[src/rtl/fc_ram_flatten_writer.sv]
// Flatten stage feeding the dense FC activation RAM: unpacks LANES-wide int8 words
// into one byte write per cycle at consecutive addresses, then pulses done.
module fc_ram_flatten_writer #(
   parameter int DEPTH  = 256,
   parameter int WIDTH  = 8,
   parameter int LANES  = 4,
   parameter int ADDR_W = $clog2(DEPTH)
) (
   input  logic                     clk,
   input  logic                     reset,
   input  logic                     start,
   input  logic [ADDR_W-1:0]        base_addr,
   input  logic [ADDR_W:0]          num_bytes,
   input  logic                     in_valid,
   output logic                     in_ready,
   input  logic [LANES*WIDTH-1:0]   in_data,
   output logic                     ram_write_enable,
   output logic [ADDR_W-1:0]        ram_write_addr,
   output logic [WIDTH-1:0]         ram_data_in,
   output logic                     busy,
   output logic                     done,
   output logic                     error
);

   localparam int LANE_W = $clog2(LANES);
   localparam logic [LANE_W-1:0] LAST_LANE = LANE_W'(LANES - 1);

   if (LANES < 2 || (LANES & (LANES - 1)) != 0) begin : g_bad_lanes
      $error("LANES must be a power of two and at least 2");
   end

   typedef enum logic [1:0] {
      S_IDLE   = 2'd0,
      S_ACCEPT = 2'd1,
      S_FINISH = 2'd2
   } state_t;

   state_t                    state_q;
   state_t                    state_d;

   logic [ADDR_W-1:0]         addr;
   logic [ADDR_W:0]           bytes_left;
   logic [ADDR_W:0]           words_left;
   logic [LANES*WIDTH-1:0]    hold_data;
   logic                      hold_valid;
   logic [LANE_W-1:0]         lane_idx;
   logic                      err_pulse;
   logic                      zero_done;

   logic [ADDR_W+1:0]         end_addr;
   logic                      range_bad;
   logic                      launch;
   logic                      accept_go;
   logic                      last_lane;
   logic                      last_byte;
   logic                      xfer;

   function automatic logic [ADDR_W:0] ceil_words(input logic [ADDR_W:0] n);
      logic [ADDR_W+1:0] padded;
      padded = {1'b0, n} + (ADDR_W+2)'(LANES - 1);
      return (ADDR_W+1)'(padded >> LANE_W);
   endfunction

   // Range check is done one bit wider than num_bytes so base+count cannot overflow.
   assign end_addr  = {2'b00, base_addr} + {1'b0, num_bytes};
   assign range_bad = end_addr > (ADDR_W+2)'(DEPTH);
   assign launch    = (state_q == S_IDLE) && start;
   assign accept_go = launch && !range_bad && (num_bytes != '0);
   assign last_lane = (lane_idx == LAST_LANE);
   assign last_byte = (bytes_left == (ADDR_W+1)'(1));
   assign xfer      = in_valid && in_ready;

   always_ff @(posedge clk) begin
      if (reset) begin
         state_q <= S_IDLE;
      end else begin
         state_q <= state_d;
      end
   end

   always_comb begin
      state_d = state_q;
      case (state_q)
         S_IDLE: begin
            if (accept_go) begin
               state_d = S_ACCEPT;
            end
         end
         S_ACCEPT: begin
            if (hold_valid && last_byte) begin
               state_d = S_FINISH;
            end
         end
         S_FINISH: begin
            state_d = S_IDLE;
         end
         default: begin
            state_d = S_IDLE;
         end
      endcase
   end

   // A new word may be loaded on the same edge the last byte of the current one
   // drains, which is what keeps the byte stream free of bubbles.
   always_comb begin
      in_ready         = (state_q == S_ACCEPT) && (words_left != '0) &&
                         (!hold_valid || last_lane || last_byte);
      busy             = (state_q == S_ACCEPT);
      done             = (state_q == S_FINISH) || zero_done;
      error            = err_pulse;
      ram_write_enable = hold_valid;
      ram_write_addr   = addr;
      ram_data_in      = hold_data[lane_idx*WIDTH +: WIDTH];
   end

   always_ff @(posedge clk) begin
      if (reset) begin
         addr       <= '0;
         bytes_left <= '0;
         words_left <= '0;
         hold_data  <= '0;
         hold_valid <= 1'b0;
         lane_idx   <= '0;
         err_pulse  <= 1'b0;
         zero_done  <= 1'b0;
      end else begin
         err_pulse <= launch && range_bad;
         zero_done <= launch && !range_bad && (num_bytes == '0);
         if (accept_go) begin
            addr       <= base_addr;
            bytes_left <= num_bytes;
            words_left <= ceil_words(num_bytes);
            hold_valid <= 1'b0;
            lane_idx   <= '0;
         end else if (state_q == S_ACCEPT) begin
            if (hold_valid) begin
               addr       <= addr + ADDR_W'(1);
               bytes_left <= bytes_left - (ADDR_W+1)'(1);
               lane_idx   <= lane_idx + LANE_W'(1);
               if (last_lane || last_byte) begin
                  hold_valid <= 1'b0;
               end
            end
            if (xfer) begin
               hold_data  <= in_data;
               hold_valid <= 1'b1;
               lane_idx   <= '0;
               words_left <= words_left - (ADDR_W+1)'(1);
            end
         end
      end
   end

endmodule

[config.mk]
export PLATFORM = sky130hd
export DESIGN_NAME = fc_ram_flatten_writer
export DESIGN_NICKNAME = d
export VERILOG_FILES = /design/src/rtl/fc_ram_flatten_writer.sv
export SDC_FILE = /design/constraint.sdc
export NUM_CORES = 1
export LEC_CHECK = 0
export CORE_ASPECT_RATIO = 1.2
export CORE_MARGIN = 5
export CORE_UTILIZATION = 40
export DETAILED_ROUTE_END_ITERATION = 7
export PLACE_DENSITY = 0.65
export SLEW_MARGIN = 30
export SYNTH_ARGS = -nofsm -noshare
export SYNTH_HDL_FRONTEND = slang
export SYNTH_SLANG_ARGS = --single-unit
[constraint.sdc]
create_clock -name clk -period 7.6 [get_ports clk]
set_clock_uncertainty 0.1 [all_clocks]
set_input_delay 0.76 -clock clk [delete_from_list [all_inputs] [get_ports clk]]
set_output_delay 0.76 -clock clk [all_outputs]
set_load 0.03 [all_outputs]
-- Word-level counts from Yosys, hierarchy flattened
Index checks and enable logic that the tools add are counted.
- bits in registers: 65
- output and inout bits: 21
- equal/unequal tests: 6
- reductions and logical operators: 30
- multiplexer cells: 17
- $add $sub $neg: 6
- order comparisons: 1
- shift operators: 1
- bitwise gates (word level): 1
- operators by type and width (operator ; number):
    two-way mux 8 bit ; 6
    indexed part select 32 x 6 -> 8 bit ; 1
    two-way mux 9 bit ; 3
    nonzero test 9 bit ; 2
    subtractor 9 x 1 -> 9 bit, second input constant ; 2
    adder 8 x 9 -> 10 bit ; 1
    adder 9 x 2 -> 10 bit, second input constant ; 1
    > comparator 10 x 9 -> 1 bit, second input constant ; 1
    AND reduction 2 bit ; 5
    equality test 9 x 1 -> 1 bit, second input constant ; 1
    logical AND 1 bit ; 9
    logical NOT 9 bit ; 1
    adder 8 x 1 -> 8 bit, second input constant ; 1
    two-way mux 2 bit ; 4
    nonzero test 2 bit ; 4
    equality test 2 bit, second input constant ; 2
    logical OR 1 bit ; 4
    case mux 2 bit (2 select lines) ; 1
    two-way mux 1 bit ; 3
    AND reduction 3 bit ; 1
    adder 2 x 1 -> 2 bit, second input constant ; 1
    equality test 2 x 1 -> 1 bit, second input constant ; 1
    logical NOT 1 bit ; 2
    logical NOT 2 bit ; 1
    other kinds (4) ; 4

-- Depth between registers and ports, before layout
- depth in word-level cells: 8
- gate-level depth with buffers: 11
- gate-level depth less buffers: 10

-- Worst setup path after synthesis
No wires, ideal clock.
- path kind: input-to-reg
- start: input base_addr[0]
- end: register bytes_left[0]
- path buffers: 1
- arrival time: 2874 ps
- required time: 7361 ps
- setup slack: 4488 ps
- setup time: 139 ps
- cell stages on the path: 10
- cell sequence: ha_1 > inv_1 > fa_1 > and2b_1 > o2111ai_1 > and4_1 > o21a_1 > a32oi_2 > clkbuf_1 > a211oi_1
- cells in the longest elaborated chain, start to end: 7
- elaborated cells on any way between the ends: 9
- RTL lines (item ; line ; RTL):
    from (decl) ; 12 ; input logic [ADDR_W-1:0] base_addr,
    adder 8 x 9 -> 10 bit * ; 65 ; assign end_addr = {2'b00, base_addr} + {1'b0, num_bytes};
    > comparator 10 x 9 -> 1 bit * ; 66 ; assign range_bad = end_addr > (ADDR_W+2)'(DEPTH);
    logical NOT 1 bit * ; 68 ; assign accept_go = launch && !range_bad && (num_bytes != '0);
    logical AND 1 bit * (2 in series) ; 68 ;
    nonzero test 2 bit (no line) ; - ;
    AND reduction 2 bit (no line) ; - ;
    to (signal assigned) ; 131 ; bytes_left <= num_bytes;
    to (signal assigned) ; 138 ; bytes_left <= bytes_left - (ADDR_W+1)'(1);
    to (decl) ; 42 ; logic [ADDR_W:0] bytes_left;
Every way passes the cells marked *; elsewhere a longest branch is shown, timed or not.
A chain may end at the register's enable or synchronous reset.

-- Worst setup path after layout
- start: input num_bytes[0]
- end: register words_left[3]
- cells in the longest elaborated chain, start to end: 7
- elaborated cells on any way between the ends: 11
- RTL lines (item ; line ; RTL):
    from (decl) ; 13 ; input logic [ADDR_W:0] num_bytes,
    adder 8 x 9 -> 10 bit ; 65 ;
    > comparator 10 x 9 -> 1 bit ; 66 ;
    logical NOT 1 bit ; 68 ;
    logical AND 1 bit (2 in series) ; 68 ;
    nonzero test 2 bit (no line) ; - ;
    AND reduction 2 bit (no line) ; - ;
    to (signal assigned) ; 132 ; words_left <= ceil_words(num_bytes);
    to (signal assigned) ; 148 ; words_left <= words_left - (ADDR_W+1)'(1);
    to (decl) ; 43 ; logic [ADDR_W:0] words_left;
Several ways; a longest one is shown, not always the timed one.

==> flow_summary_export.csv <==
group,metric,value,unit
floorplanning,fp.dieH,113,um
drt,routed_via_density,5.23,
critical_path,worstPathRequired,7760,ps
drt,post_drt_wl_per_cell,15.1,um
floorplanning,dieArea,10700,sq um
placement,hpwl,6470,um
job,cap_violations,0,
logic_synthesis,yosysTopAreaCell,"dfxtp_1",
clock_tree,cts_hold_buffers,0,
logic_synthesis,yosys.area.top_type_share,0.371,
global_routing,grt_max_degree,62,
clock_tree,postCtsSetupBuffers,0,
global_routing,grt_pass1_wl,15200,um
drt,vias,3173,
status,status,"finished clean",
critical_path,critPathMaxStageDelay,550,ps
clock_tree,root_buffer,"clkbuf_8",
global_routing,grt_overflow,0,
logic_synthesis,synth_cell_types,56,
finish,n_antenna_cell,0,
finish,area_growth,28.5,%
sta,grt_setup_unrepaired,"false",
drt,antenna_left,0,
clock_tree,htree_levels,3,
pwr,p_per_area,180,nW/um^2
logic_synthesis,synthesis.area,3500,sq um
critical_path,cpMaxStageDelayCell,"clkdlybuf4s50_1",
floorplanning,coreArea,8560,sq um
logic_synthesis,ys_ff_latch,65,
worst_hold_path,hold_path_class,"reg -> reg",
logic_synthesis,yosysWarnings,0,
clock_tree,cts_tree,"built",
drt,drt-pass1-iter-count,4,
global_routing,antenna_found_initial,0,
clock_tree,clk_pin_slew_worst_paths,60,ps
floorplanning,io_pins,74,
clock_tree,clkLatencyLatePin,340,ps
sta,slew_headroom,0.490,
logic_synthesis,ys_seq_area_frac,0.371,
logic_synthesis,synth_commonest_cells,"nand2_1 (85), dfxtp_1 (65), a21oi_1 (43)",
critical_path,crit_arrival,3890,ps
pwr,power_leakage,0.00155,uW
floorplanning,initial_core_util,0.409,
sta,slew_viol_final,0,
critical_path,worstSetupEndpointType,"register",
floorplanning,die_w,95.4,um
sta,min_period_over_period,0.491,
logic_synthesis,synthCells,421,
clock_tree,cts.sinks,65,
sta,fmax,268,MHz
global_routing,grt_pass1_vias,3165,
finish,final_area,4500,sq um
finish,final.fill_count,824,
logic_synthesis,synth_nets,488,
clock_tree,cts_buffers,9,
clock_tree,cts_buffer_depth,2,
pwr,peakVddDrop,0.0687,mV
logic_synthesis,synth_area_per_cell,8.32,sq um
placement,placed_cell_area,4330,sq um
finish,layout.nets,554,
logic_synthesis,synthFlopType,"dfxtp_1",
sta,worst_slew_pin_slew,762,ps
critical_path,crit_chain,"clkdlybuf4s50_1, ha_1, inv_1, fa_1, and2b_1, o2111ai_1, and4_1, o21a_1, a32oi_2, buf_4, nand3_1, o211ai_1",
drt,drc,0,
sta,tns,0,ps
critical_path,critPathKind,"in -> reg",
global_routing,gr-usage-all-layers,0.178,
sta,hold_violations,0,
clock_tree,post_cts_resized,0,
critical_path,timing.critical_path.buf_inv,3,
drt,drt-initial-drc-count,160,
sta,finalSetupViolations,0,
logic_synthesis,synth_edf_count,0,
critical_path,path_max_fanout,45,
logic_synthesis,synthMostInstantiatedCell,"nand2_1",
critical_path,critical_path.top_delay_family,"buffers and inverters",
placement,globalplace.congestion,0.850,
critical_path,cp-start-kind,"input pin",
placement,port-buffer-count,73,
logic_synthesis,ys_async_sr_fraction,0,
logic_synthesis,synthTopCellsByArea,"dfxtp_1 (37%), nand2_1 (9.1%), a21oi_1 (6.1%)",
sta,period_minus_slack,3730,ps
floorplanning,row_count,37,
drt,wl,9170,um
finish,drive_gt1_frac,0.0878,
[worst reg2reg max path, stage by stage, from the launching register on]
cell	delay, ps
dfxtp_1	340
inv_1	90
ha_1	180
or3b_1	430
nor4b_2	600
a221oi_2	130
nand2_1	110
buf_4	380
or4_1	210
xor2_1	180
a211oi_2	90
[stage by stage]
stage | setup slack [ps] | hold slack, ps | cells | util | total power [uW]
floorplan | 4490 | 333 | 421 | - | 487
global placement | 3610 | 338 | 593 | 0.505 | 554
detailed placement | 3530 | 346 | 593 | 0.506 | 558
CTS | 3900 | 355 | 607 | 0.525 | 817
global route | 3650 | 379 | 607 | 0.525 | 855
finish | 3870 | 352 | 607 | 0.525 | 811
[worst paths after layout]
path | start | endpoint | slack [ps] | cells after the start
setup / recovery | num_bytes[0] | words_left[3]$_SDFFE_PP0P_ | 3870 | 12
hold / removal | hold_data[17]$_SDFFE_PP0P_ | hold_data[17]$_SDFFE_PP0P_ | 350 | 2
setup reg to reg | words_left[0]$_SDFFE_PP0P_ | words_left[6]$_SDFFE_PP0P_ | 4630 | 10
hold reg to reg | hold_data[17]$_SDFFE_PP0P_ | hold_data[17]$_SDFFE_PP0P_ | 350 | 2
[power by group]
| group | switching [uW] | internal [uW] | total (uW) |
|---|---|---|---|
| clock | 128 | 131 | 259 |
| combinational | 94.4 | 82.5 | 177 |
| sequential | 16.4 | 358 | 375 |
[final cells by class]
cell class | instances | area [sq um] | area share
multi-input cells | 316 | 2060 | 0.458
flip-flops and latches | 65 | 1300 | 0.289
repair buffers | 77 | 756 | 0.168
clock buffers | 11 | 151 | 0.0336
well taps | 117 | 146 | 0.0325
inverters | 18 | 67.6 | 0.0150
clock inverters | 3 | 17.5 | 0.00389
[flip-flops by register name, summed over array words and instances, names as in the netlist]
signal	cells
hold_data	32
words_left	9
zero_done	1
error	1
ram_write_enable	1
bytes_left	9
state_q	2
lane_idx	2
ram_write_addr	8
[routing by layer]
metal	up-vias	global-route usage	part of all wire
met5	-	0	0
met2	87	0.299	0.49
met3	9	0.0543	0.059
met4	0	0.0579	0.013
met1	1466	0.214	0.44
li1	1611	-	-
[cell usage in the layout, fill, tap and decap left out, types with 5 or more instances in the layout]
cell,n
a31oi_1,5
nor2_1,36
clkdlybuf4s50_1,72
nand2_1,85
nand3_1,12
ha_1,13
nor3_1,7
o21ai_0,5
dfxtp_1,65
xnor2_1,17
mux4_2,8
a21oi_1,43
a211oi_1,17
xor2_1,9
inv_1,18
clkbuf_8,11
[kinds of logic after synthesis]
group	share of synthesized area
AND/OR/NAND/NOR	0.227
AO/OA/AOI/OAI	0.180
flip-flops	0.371
buffers and inverters	0.0471
XOR/XNOR	0.0650
adder cells (fa/ha/maj)	0.0521
multiplexers	0.0571
(Power assumes the default switching activity.)
